===== src/rtl/sel_demux_ff.sv =====
// Registered 1-to-2 stream demultiplexer: in_sel steers each accepted word into
// one of two independent per-channel FIFOs, each drained by its own consumer.
module sel_demux_ff #(
  parameter int WIDTH = 8,
  parameter int DEPTH = 2
) (
  input  logic                     clk,
  input  logic                     rst,
  input  logic                     in_valid,
  output logic                     in_ready,
  input  logic [WIDTH-1:0]         in_data,
  input  logic                     in_sel,
  output logic                     out0_valid,
  input  logic                     out0_ready,
  output logic [WIDTH-1:0]         out0_data,
  output logic                     out1_valid,
  input  logic                     out1_ready,
  output logic [WIDTH-1:0]         out1_data,
  output logic [$clog2(DEPTH):0]   out0_level,
  output logic [$clog2(DEPTH):0]   out1_level
);

  localparam int AW = $clog2(DEPTH);
  localparam int LW = AW + 1;

  logic [WIDTH-1:0] mem_q [2][DEPTH];
  logic [AW-1:0]    wr_ptr_q [2];
  logic [AW-1:0]    wr_ptr_d [2];
  logic [AW-1:0]    rd_ptr_q [2];
  logic [AW-1:0]    rd_ptr_d [2];
  logic [LW-1:0]    level_q  [2];
  logic [LW-1:0]    level_d  [2];
  logic [1:0]       full_s;
  logic [1:0]       valid_s;
  logic [1:0]       push_s;
  logic [1:0]       pop_s;
  logic [1:0]       rdy_s;
  logic             sel_s;

  // Channel select (unknown select resolves to channel 0), handshakes and next-state
  always_comb begin
    sel_s    = (in_sel === 1'b1);
    rdy_s    = {out1_ready, out0_ready};
    full_s   = 2'b00;
    valid_s  = 2'b00;
    push_s   = 2'b00;
    pop_s    = 2'b00;
    for (int c = 0; c < 2; c++) begin
      full_s[c]  = (level_q[c] == LW'(DEPTH));
      valid_s[c] = (level_q[c] != {LW{1'b0}});
    end
    // Acceptance depends only on the target channel's occupancy, never on in_valid
    in_ready = !full_s[sel_s];
    for (int c = 0; c < 2; c++) begin
      push_s[c]   = in_valid && in_ready && (sel_s == 1'(c));
      pop_s[c]    = valid_s[c] && rdy_s[c];
      wr_ptr_d[c] = wr_ptr_q[c];
      rd_ptr_d[c] = rd_ptr_q[c];
      level_d[c]  = level_q[c];
      if (push_s[c]) begin
        wr_ptr_d[c] = wr_ptr_q[c] + AW'(1);
      end else begin
        wr_ptr_d[c] = wr_ptr_q[c];
      end
      if (pop_s[c]) begin
        rd_ptr_d[c] = rd_ptr_q[c] + AW'(1);
      end else begin
        rd_ptr_d[c] = rd_ptr_q[c];
      end
      case ({push_s[c], pop_s[c]})
        2'b10:   level_d[c] = level_q[c] + LW'(1);
        2'b01:   level_d[c] = level_q[c] - LW'(1);
        default: level_d[c] = level_q[c];
      endcase
    end
  end

  // Head words are presented straight from storage; an empty channel shows zero
  always_comb begin
    out0_valid = valid_s[0];
    out1_valid = valid_s[1];
    out0_level = level_q[0];
    out1_level = level_q[1];
    if (valid_s[0]) begin
      out0_data = mem_q[0][rd_ptr_q[0]];
    end else begin
      out0_data = {WIDTH{1'b0}};
    end
    if (valid_s[1]) begin
      out1_data = mem_q[1][rd_ptr_q[1]];
    end else begin
      out1_data = {WIDTH{1'b0}};
    end
  end

  // Pointer, level and storage registers
  always_ff @(posedge clk or posedge rst) begin
    if (rst) begin
      for (int c = 0; c < 2; c++) begin
        wr_ptr_q[c] <= {AW{1'b0}};
        rd_ptr_q[c] <= {AW{1'b0}};
        level_q[c]  <= {LW{1'b0}};
        for (int i = 0; i < DEPTH; i++) begin
          mem_q[c][i] <= {WIDTH{1'b0}};
        end
      end
    end else begin
      for (int c = 0; c < 2; c++) begin
        wr_ptr_q[c] <= wr_ptr_d[c];
        rd_ptr_q[c] <= rd_ptr_d[c];
        level_q[c]  <= level_d[c];
        if (push_s[c]) begin
          mem_q[c][wr_ptr_q[c]] <= in_data;
        end
      end
    end
  end

endmodule

===== config.mk =====
export PLATFORM = sky130hd
export DESIGN_NAME = sel_demux_ff
export DESIGN_NICKNAME = d
export VERILOG_FILES = /design/src/rtl/sel_demux_ff.sv
export SDC_FILE = /design/constraint.sdc
export NUM_CORES = 1
export LEC_CHECK = 0
export ABC_AREA = 1
export CELL_PAD_IN_SITES_DETAIL_PLACEMENT = 0
export CELL_PAD_IN_SITES_GLOBAL_PLACEMENT = 1
export CORE_MARGIN = 2
export CORE_UTILIZATION = 41
export DETAILED_ROUTE_END_ITERATION = 8
export GPL_ROUTABILITY_DRIVEN = 0
export PLACE_DENSITY_LB_ADDON = 0.1
export SETUP_SLACK_MARGIN = 0.1
export SLEW_MARGIN = 20
export SYNTH_ARGS = -nofsm -noshare
export SYNTH_HDL_FRONTEND = slang
export SYNTH_SLANG_ARGS = --single-unit

===== constraint.sdc =====
create_clock -name clk -period 2.94 [get_ports clk]
set_clock_uncertainty 0.2 [all_clocks]
set_input_delay 0.882 -clock clk [delete_from_list [all_inputs] [get_ports clk]]
set_output_delay 0.882 -clock clk [all_outputs]
set_load 0.05 [all_outputs]

Word-level counts from Yosys, hierarchy flattened
Index checks and enable logic that the tools add are counted.
Widths: inputs -> output; s select.
- output and inout port bits: 23
- register bits: 40
- input port bits: 14
- add/sub/neg operators: 8
- magnitude comparators: 7
- mux-type cells: 18
- bitwise operators: 5
- equality and inequality tests: 7
- reductions and logical operators: 12
- operators with widths (kind ; number):
    $mux 8 ; 10
    $bwmux 16 ; 2
    $demux 8 s1 ; 2
    $eq 2x2->1 const B ; 4
    $ge 2x2->1 const B ; 4
    $not 1->2 ; 4
    $pmux 2 s2 ; 2
    $reduce_bool 2->1 ; 4
    $logic_and 1x1->1 ; 7
    $add 1x1->1 const B ; 4
    $add 2x1->2 const B ; 2
    $eq 2x1->1 const B ; 2
    $lt 2x1->1 const B ; 2
    $sub 2x1->2 const B ; 2
    $lt 1x2->1 const B ; 1
    $mux 1 ; 2
    $eqx 1x1->1 const B ; 1
    $logic_not 1->1 ; 1
    $not 1->1 ; 1

Logic depth before layout (Yosys ltp)
- word-level depth: 8
- depth in mapped cells: 8
- depth with buffers taken out: 7

Least setup slack after synthesis
Ideal clock, no wire load.
- path type: reg2out
- from: reg level_q (netlist bit out1_level[0])
- to: out out1_data[6]
- stages on the path, launching flop included: 5
- arrival time: 2.230 ns
- setup slack: -0.372 ns
- data required time: 1.858 ns
- cell sequence: dfrtp_1 > nor2_1 > inv_1 > o21ai_0 > a21oi_1
- longest elaborated chain between the ends: 2
- RTL lines (item ; line ; RTL):
    start: declaration ; 31 ; logic [LW-1:0] level_q [2];
    start signal: indexed assignment ; 102 ; level_q[c] <= {LW{1'b0}};
    start signal: indexed assignment ; 111 ; level_q[c] <= level_d[c];
    $reduce_bool 2->1 ; 50 ; valid_s[c] = (level_q[c] != {LW{1'b0}});
    net out1_valid ; 16 ; output logic out1_valid,
    $mux 8 ; 89 ; if (valid_s[1]) begin
    end: declaration ; 18 ; output logic [WIDTH-1:0] out1_data,
The timed path passes the listed nets, and every way through them passes these cells.

Worst setup path in the final report
- from: reg level_q (netlist bit out0_level[0])
- to: out out0_data[6]
- longest elaborated chain between the ends: 2
- RTL lines (item ; line ; RTL):
    $reduce_bool 2->1 ; 50 ;
    $mux 8 ; 84 ; if (valid_s[0]) begin
    end: declaration ; 15 ; output logic [WIDTH-1:0] out0_data,
Every way passes these cells.

==> summary.txt <==
Worst Hold Endpoint: mem_q[15]$_DFFE_PP0P_
Root Driver: clkbuf_8
Area of the core: 4692 um^2
Endpoints failing hold: 0
ANT cells: 0
Clock Tree Buf Depth: 2
Crit path depth: 5
Post-synth top area share: 50.47%
Hold buffers post-CTS: 0
Fmax: 371.6 MHz
Worst-path cell chain: nor2_1 -> inv_1 -> o21ai_0 -> a21oi_4 -> buf_12
Die Y: 73.55 um
Filler cells: 417
Crit path max fanout: 9
Total CTS buffers: 5
Endpoints failing setup: 0
Top delay family on crit path: flip-flops
Worst Tran Pin Value: 535.1 ps
Synth top area cells: dfrtp_1, nand2_1, o21bai_1
TritonRoute pass-1 iters: 4
Initial antenna violation count: 0
YS warnings: 0
Reg2reg start: out1_level[0]$_DFFE_PP0P_
Mapped Cells: 238
Die ar.: 5410 um^2
Chip width: 73.55 um
Cell at the slowest stage of the critical path: dfrtp_2
WP buf/inv: 2
FF+latch count, synth: 40
Worst Setup End Kind: primary output
Post-layout min period: 2691 ps
Fin nets: 302
Worst setup path class: flip-flop to primary output
Clk pin slew, worst setup/hold paths: 70 ps
Status: finished, final reports clean
Tcrit/Tclk final: 91.53%
Row count: 25
Initial cell density of the core: 42.27%
Yosys cell types: 20
Syn avg cell area: 8.333 um^2
Layout cells sized above 1: 19.86%
Most common cell after layout, fill and taps aside: nand2_1
Most frequent cells in the layout: nand2_1, dfrtp_1, inv_1, o21ai_0
Congestion Overflow GR: 0
Relative slew slack: 64.32%
Crit-path max cell delay: 430 ps
Worst skew pair latency: 290 ps
H-tree levels: 2
Data required, critical path: 1860 ps
Vias in the first global route: 1601
R2r worst-path depth: 7
Final Slew Violations: 0
Sinks on Clock Net: 40
RSZ-0062 raised after global routing: no
GRT Overall Usage: 18.08%
Net Count, Synth: 254
Worst R2R End: out1_level[1]$_DFFE_PP0P_
Layout area overhead: 40.63%
Hold path depth: 2
R2r setup slk: 1180 ps
Post-synth design cell area: 1983 um^2
Total detailed-routing wirelength: 4.401 mm
Via count: 1620
Critical Path Start Type: flip-flop
Worst Hold Class: flip-flop to flip-flop
Hpwl dp: 3.177 mm
Iteration-0 DRC Markers: 108
First-pass GRT wire length: 7.534 mm
# IOs: 37
Routed length per placed instance: 12.91 um
Largest net degree at the start of global routing: 41
Routed Antenna Nets: 0
Via-to-Cell Ratio: 4.751
DR DRC count: 0
TNS Setup: 0 ps
CTS tree: yes
Largest area contributor in the synthesized netlist: dfrtp_1
Crit path DAT: 1610 ps
Seq/Total Area, Yosys: 50.47%
HP Start: mem_q[15]$_DFFE_PP0P_
I/O Buffers: 36
Max-cap check violation count: 0
synth_stat cells (all sizes together):
cell / n
a21oi: 18
buf: 4
clkbuf: 2
dfrtp: 40
ha: 2
inv: 31
nand2: 85
nand3: 1
nor2: 9
o211ai: 1
o21ai: 22
o21bai: 16
xnor2: 3
xor2: 4
how the worst max path moves through the flow:
stage | start | endpoint
after floorplan | out0_level[1]$_DFFE_PP0P_ | out0_data[0]
after global placement | in_sel | in_ready
after detailed placement | in_sel | in_ready
after CTS | rd_ptr_q[1]$_DFFE_PP0P_ | out0_data[6]
after global routing | out0_level[0]$_DFFE_PP0P_ | out0_data[6]
final | out0_level[0]$_DFFE_PP0P_ | out0_data[6]
cells by family after synthesis:
group / count (synthesis) / synth area share (%)
AO/OA/AOI/OAI: 57 / 16.78
XOR/XNOR: 7 / 3.092
adder cells (fa/ha/maj): 2 / 1.262
buffers and inverters: 37 / 8.517
flip-flops: 40 / 50.47
AND/OR/NAND/NOR: 95 / 19.87
area by class of cell:
| cell class | instances | area (um^2) | area share [%] |
|---|---|---|---|
| flip-flops and latches | 40 | 1003 | 35.98 |
| multi-input cells | 161 | 925.9 | 33.20 |
| repair buffers | 47 | 594.3 | 21.31 |
| inverters | 31 | 116.4 | 4.172 |
| clock buffers | 7 | 76.32 | 2.737 |
| well taps | 54 | 67.56 | 2.423 |
| clock inverters | 1 | 5.005 | 0.1795 |
what timing repair did:
| action | in CTS | in global routing |
|---|---|---|
| setup endpoints to repair | 1 | 0 |
| resized for setup | 3 | 0 |
| buffers inserted | 0 | 0 |
per-stage QoR:
| stage | hold WS, ps | cells | cell area (um^2) | util [%] | setup slack [ps] |
|---|---|---|---|---|---|
| after floorplan | 236.6 | 238 | 2098 | - | 103.1 |
| after global placement | 253.2 | 333 | 2709 | 57.73 | 52.14 |
| after detailed placement | 254.4 | 333 | 2709 | 57.73 | 19.81 |
| after CTS | 272.1 | 341 | 2789 | 59.44 | 249.7 |
| after global routing | 293.4 | 341 | 2789 | 59.44 | 142.7 |
| final | 266.9 | 341 | 2789 | 59.44 | 248.9 |
worst min-delay path, cell delays in order, from the launching register on:
cell	delay, ps
dfrtp_1	340
nand2_1	50
nand2_1	50
state kept, by name, summed over array words and instances, names as in the netlist:
name	count
out0_level	2
rd_ptr_q	2
wr_ptr_q	2
out1_level	2
mem_q	32
routing by layer:
layer | wire [um] | vias to the layer above | track usage (%)
met5 | 0 | - | 0
met2 | 1958 | 28 | 26.29
met3 | 181 | 7 | 3.704
met4 | 66 | 0 | 6.667
met1 | 2194 | 745 | 26.61
li1 | - | 840 | -
Power is left out: the tool's default activity adds up to more than one toggle a clock period on the data nets, which glitch-free logic cannot reach.
